### src/rtl/sync_fifo_drain_arb.sv
// Purpose: round-robin read scheduler draining N upstream FIFOs into one output stream.
// Latency: a read issued in cycle t appears on out_valid/out_data/out_src in cycle t+2.
// Backpressure: out_a_full blocks rd_en in the same cycle it is sampled; the grant is held, never preempted.
//
// Ports:
//   clk, rst      - single rising-edge clock, synchronous active-high reset
//   fifo_empty    - per-FIFO empty flags (bit i = FIFO i)
//   fifo_rd_data  - per-FIFO read data, FIFO i at [i*DATA_W +: DATA_W]
//   fifo_rd_en    - per-FIFO read enable, at most one bit high
//   out_a_full    - almost-full flag of the downstream sink
//   out_valid     - out_data/out_src valid (sink write enable)
//   out_data      - drained word
//   out_src       - index of the FIFO the word came from
//   busy          - a grant is currently held
module sync_fifo_drain_arb #(
  parameter int N      = 4,
  parameter int DATA_W = 8,
  parameter int BURST  = 4,
  parameter int SRC_W  = (N > 1) ? $clog2(N) : 1
) (
  input  logic                clk,
  input  logic                rst,
  input  logic [N-1:0]        fifo_empty,
  input  logic [N*DATA_W-1:0] fifo_rd_data,
  output logic [N-1:0]        fifo_rd_en,
  input  logic                out_a_full,
  output logic                out_valid,
  output logic [DATA_W-1:0]   out_data,
  output logic [SRC_W-1:0]    out_src,
  output logic                busy
);

  localparam int CNT_W = $clog2(BURST + 1);
  localparam logic [CNT_W-1:0] CNT_LAST = CNT_W'(BURST - 1);
  localparam logic [SRC_W-1:0] SRC_LAST = SRC_W'(N - 1);

  localparam logic [0:0] ST_IDLE  = 1'b0;
  localparam logic [0:0] ST_BURST = 1'b1;

  logic [0:0]       state;
  logic [SRC_W-1:0] grant;
  logic [SRC_W-1:0] ptr;
  logic [CNT_W-1:0] cnt;
  logic             v1;
  logic [SRC_W-1:0] s1;

  logic              hi_found;
  logic [SRC_W-1:0]  hi_pick;
  logic [SRC_W-1:0]  lo_pick;
  logic [SRC_W-1:0]  pick;
  logic              gnt_empty;
  logic              issue;
  logic [DATA_W-1:0] rd_mux;
  logic [SRC_W-1:0]  ptr_next;

  // Cyclic search from ptr without a modulo: lowest non-empty index at or
  // above ptr wins; otherwise the lowest non-empty index below ptr.
  // Iterating downwards lets the last overwrite be the lowest index.
  always_comb begin
    hi_found = 1'b0;
    hi_pick  = '0;
    lo_pick  = '0;
    for (int i = N - 1; i >= 0; i--) begin
      if (!fifo_empty[i]) begin
        if (SRC_W'(i) >= ptr) begin
          hi_found = 1'b1;
          hi_pick  = SRC_W'(i);
        end else begin
          lo_pick = SRC_W'(i);
        end
      end
    end
    pick = hi_found ? hi_pick : lo_pick;
  end

  // Decodes of the granted FIFO and of the stage-1 source for the data mux.
  always_comb begin
    gnt_empty = 1'b1;
    rd_mux    = '0;
    for (int i = 0; i < N; i++) begin
      if (grant == SRC_W'(i)) gnt_empty = fifo_empty[i];
      if (s1 == SRC_W'(i))    rd_mux    = fifo_rd_data[i*DATA_W +: DATA_W];
    end
  end

  // rst gates the read so no word leaves an upstream FIFO during reset.
  assign issue    = (state == ST_BURST) && !gnt_empty && !out_a_full && !rst;
  assign ptr_next = (grant == SRC_LAST) ? '0 : grant + 1'b1;
  assign busy     = (state == ST_BURST);

  always_comb begin
    fifo_rd_en = '0;
    for (int i = 0; i < N; i++) begin
      fifo_rd_en[i] = issue && (grant == SRC_W'(i));
    end
  end

  always_ff @(posedge clk) begin
    if (rst) begin
      state     <= ST_IDLE;
      grant     <= '0;
      ptr       <= '0;
      cnt       <= '0;
      v1        <= 1'b0;
      s1        <= '0;
      out_valid <= 1'b0;
      out_data  <= '0;
      out_src   <= '0;
    end else begin
      case (state)
        ST_IDLE: begin
          if (!(&fifo_empty)) begin
            grant <= pick;
            cnt   <= '0;
            state <= ST_BURST;
          end
        end
        ST_BURST: begin
          if (issue) begin
            cnt <= cnt + 1'b1;
            if (cnt == CNT_LAST) begin
              state <= ST_IDLE;
              ptr   <= ptr_next;
            end
          end else if (gnt_empty) begin
            state <= ST_IDLE;
            ptr   <= ptr_next;
          end
          // out_a_full alone: hold grant and count.
        end
        default: state <= ST_IDLE;
      endcase

      // Stage 1 tracks the issued read; stage 2 captures the FIFO output
      // that appears the cycle after rd_en.
      v1        <= issue;
      s1        <= grant;
      out_valid <= v1;
      out_src   <= s1;
      out_data  <= rd_mux;
    end
  end

endmodule
### config.mk
export PLATFORM = sky130hd
export DESIGN_NAME = sync_fifo_drain_arb
export DESIGN_NICKNAME = d
export VERILOG_FILES = /design/src/rtl/sync_fifo_drain_arb.sv
export SDC_FILE = /design/constraint.sdc
export NUM_CORES = 1
export LEC_CHECK = 0
export BUFFER_PORTS_ARGS = -buffer_cell sky130_fd_sc_hd__buf_2
export CAP_MARGIN = 10
export CORE_ASPECT_RATIO = 0.8
export CORE_MARGIN = 4
export CORE_UTILIZATION = 38
export CTS_BUF_LIST = sky130_fd_sc_hd__clkbuf_16
export CTS_CLUSTER_SIZE = 25
export DETAILED_ROUTE_END_ITERATION = 12
export PLACE_DENSITY = 0.67
export SETUP_SLACK_MARGIN = 0.2
export SLEW_MARGIN = 10
export SYNTH_ARGS = -nofsm -noshare
export SYNTH_HDL_FRONTEND = slang
export SYNTH_SLANG_ARGS = --single-unit
### constraint.sdc
create_clock -name clk -period 3.4 [get_ports clk]
set_clock_uncertainty 0.2 [all_clocks]
set_input_delay 0.68 -clock clk [delete_from_list [all_inputs] [get_ports clk]]
set_output_delay 0.68 -clock clk [all_outputs]
set_load 0.02 [all_outputs]
==> summary.txt <==
Synthesis
  • Most area-hungry cell type in the Yosys netlist: sky130_fd_sc_hd__dfxtp_1
  • Unique cell type count in the Yosys netlist: 38
  • Instance count of the mapped netlist: 106
  • Net Count, Synth: 151
  • Seq cells post-synth: 22
  • Async set or reset register ratio after synthesis: 0%
  • Sequential fraction of the synthesis area: 37.6%
  • Netlist Area Pre-Place: 1170 um2
  • EDFF count, synth: 0
  • Yosys warnings: 0
  • Area share of the largest cell type after synthesis: 37.6%
  • Top cells by area in the synthesized netlist: sky130_fd_sc_hd__dfxtp_1 38%, sky130_fd_sc_hd__mux4_2 15%, sky130_fd_sc_hd__nor2b_1 8.0%
  • Most used flip-flop cell after synthesis: sky130_fd_sc_hd__dfxtp_1
  • Synthesized area per cell: 11.0 um2

Timing
  • Aggregate negative setup slack: 0 ps
  • Hold Worst Slack: 249 ps
  • Maximum operating frequency: 0.348 GHz
  • Worst rel slew slack: 64.2%
  • Fin. Hold Viols: 0
  • Worst Max-Slew Pin Slew: 537 ps
  • Setup repair after global routing missed its margin: false
  • Final Slew Violations: 0
  • Final critical-path share of the clock period: 84.6%
  • Count of final setup violators: 0
  • Post-route minimum period: 2880 ps

Final layout
  • Commonest non-fill, non-tap cell in the layout: sky130_fd_sc_hd__buf_2
  • Post-route cell area: 1550 um2
  • Ant diodes: 0
  • Fraction of final layout cells sized beyond drive strength 1: 46.3%
  • Nets@finish: 206
  • Area growth syn-to-layout: 32.5%
  • Commonest cells after routing, fill and taps aside: 54 x sky130_fd_sc_hd__buf_2, 22 x sky130_fd_sc_hd__dfxtp_1, 15 x sky130_fd_sc_hd__nor2b_1, 8 x sky130_fd_sc_hd__mux4_2, 7 x sky130_fd_sc_hd__nor2_1

Pwr
  • Total leakage power: 0.689 nW
  • Worst-case vdd ir drop: 0.249 mV
  • Power per unit of standard cell area: 441 nW/um2

Clock network
  • Count of cells resized by post-cts repair: 0
  • Cts bufs inserted: 3
  • CTS tree: yes
  • Clock buffer depth: 2
  • Post-CTS Setup Bufs: 0
  • CTS root buffer: sky130_fd_sc_hd__clkbuf_16
  • Cts hold-fix bufs: 0
  • Clock slew at the register clock pins of the worst setup and hold paths: 60 ps
  • Clock latency reported for the late side of the worst-skew pair: 250 ps
  • CTS H-Tree Depth: 1
  • Clock tree sinks: 22

Worst setup path
  • Setup crit end kind: output port
  • Buffers plus inverters on the worst setup path: 2
  • Arrival time at the worst endpoint: 2000 ps
  • Critical path class: input pin to output port
  • Critical Path Slowest Stage Cell: sky130_fd_sc_hd__nor2_2
  • Worst Path Required: 2520 ps
  • Max Fanout on Critical Path: 24
  • Cell family contributing the most delay on the critical path: simple AND/OR/NAND/NOR gates
  • Most frequent cell on the critical path: sky130_fd_sc_hd__buf_2
  • Worst reg2reg endpoint: ptr[0]
  • FF-to-FF setup slack: 1400 ps
  • Ordered list of cells on the worst path: buf_2, nor2_1, o2111ai_1, nor2_2, and2_2, buf_2
  • Reg2reg path depth: 6
  • Slowest stage delay, CP: 290 ps
  • Critical Path Start Type: input pin
  • Worst setup path startpoint: rst
  • Source of the worst register-to-register timing path: grant[0]
  • Critical Path Sink: fifo_rd_en[1]
  • Count of cell instances traversed by the critical path: 6

Detailed routing
  • Via count: 985
  • Total DRC errors in the routed layout: 0
  • Vias per cell: 4.97
  • WL final: 2710 um
  • Number of search-and-repair iterations in the first detailed-routing pass: 4
  • Drt wl/cell: 13.7 um
  • Post-DRT Antenna Nets: 0
  • DR iter-0 viols: 46

GRT
  • Gr usage total: 14.5%
  • Wire length of the first global-routing pass: 4600 um
  • Overflow left after global routing: 0
  • Pin count of the biggest net entering global routing: 25
  • Via count of the first global-routing pass: 1006
  • Number of antenna violations at the first check in global routing: 0

Floorplan
  • Area of the placeable core: 2850 um2
  • Top Ports: 55
  • Horizontal die dimension: 70.0 um
  • Die area: 4040 um2
  • Number of standard-cell rows in the floorplan: 17
  • Die Y: 57.6 um
  • Initial standard-cell utilization of the core: 41.0%

Job
  • Number of max-cap violations: 0

Status
  • Run status: complete, no violations

Placement
  • Sum of net half-perimeters after detailed placement: 2210 um
  • Port Buffer Count: 54
  • Area of placed instances: 1470 um2
  • Global placement routability congestion: 0.806

Min path
  • Min-Delay Path Class: register to register
[cells in the mapped netlist (all sizes together), types with 3 or more instances]
library cell / instances
and2: 3
clkbuf: 3
dfxtp: 22
ha: 6
inv: 5
mux2i: 3
mux4: 8
nand2: 4
nand2b: 3
nor2: 8
nor2b: 16
o21ai: 3
[per-stage QoR]
stage	cells	power (mW)	util (%)	setup WS [ps]
2_1_floorplan	106	0.393	-	1020
3_3_place_gp	194	0.439	51.6	628
3_5_place_dp	194	0.443	51.6	545
4_1_cts	198	0.690	54.4	517
5_1_grt	198	0.721	54.4	381
6_report	198	0.683	54.4	523
[metal layers]
metal	global-route usage [%]	vias to the layer above	share of wire (%)
met2	26.5	27	55
met3	4.68	2	5.7
met4	4.10	0	0.52
li1	-	491	-
met5	0	-	0
met1	16.3	465	39
[worst min-delay path by stage]
stage | startpoint | end | slack, ps | depth (start not counted)
3_3_place_gp | v1 | out_valid | 250 | 1
3_5_place_dp | v1 | out_valid | 250 | 1
2_1_floorplan | v1 | out_valid | 210 | 1
4_1_cts | v1 | out_valid | 260 | 1
6_report | v1 | out_valid | 250 | 1
5_1_grt | v1 | out_valid | 260 | 1
[sequential cells by signal, indices dropped and copies added (netlist names)]
signal / cells
busy: 1
v1: 1
out_valid: 1
cnt: 3
s1: 2
ptr: 2
grant: 2
out_data: 8
out_src: 2
[layout make-up]
cell class                 instances  area (um2)
clock buffer                       3        75.1
clock inverter                     1        3.75
fill                             258        1300
inverter                           5        18.8
multi-input combinational         75         694
sequential                        22         440
tap                               38        47.5
timing repair buffer              54         270
[worst reg2reg max path, cell delays in order (launching register included)]
cell	delay (ps)
sky130_fd_sc_hd__dfxtp_1	430
sky130_fd_sc_hd__inv_1	110
sky130_fd_sc_hd__ha_1	280
sky130_fd_sc_hd__inv_2	100
sky130_fd_sc_hd__o21ai_0	100
sky130_fd_sc_hd__o32a_4	380
sky130_fd_sc_hd__mux2_4	290
[kinds of logic (layout without fill, tap and decap cells)]
kind of cell | Yosys count | count (layout) | synth area share [%]
and+or+nand+nor | 40 | 40 | 20.3
DFF | 22 | 22 | 37.6
AOI/OAI and AO/OA | 17 | 17 | 13.4
muxes | 12 | 12 | 19.3
buffers and inverters | 9 | 63 | 2.99
adders and majority gates | 6 | 6 | 6.42
[power by group]
group | internal, mW | switching [mW] | leakage (nW)
logic | 0.0776 | 0.0660 | 0.469
clock network | 0.157 | 0.0893 | 0.0385
registers | 0.276 | 0.0172 | 0.181
Note: power is estimated with default switching activity, not from simulation.
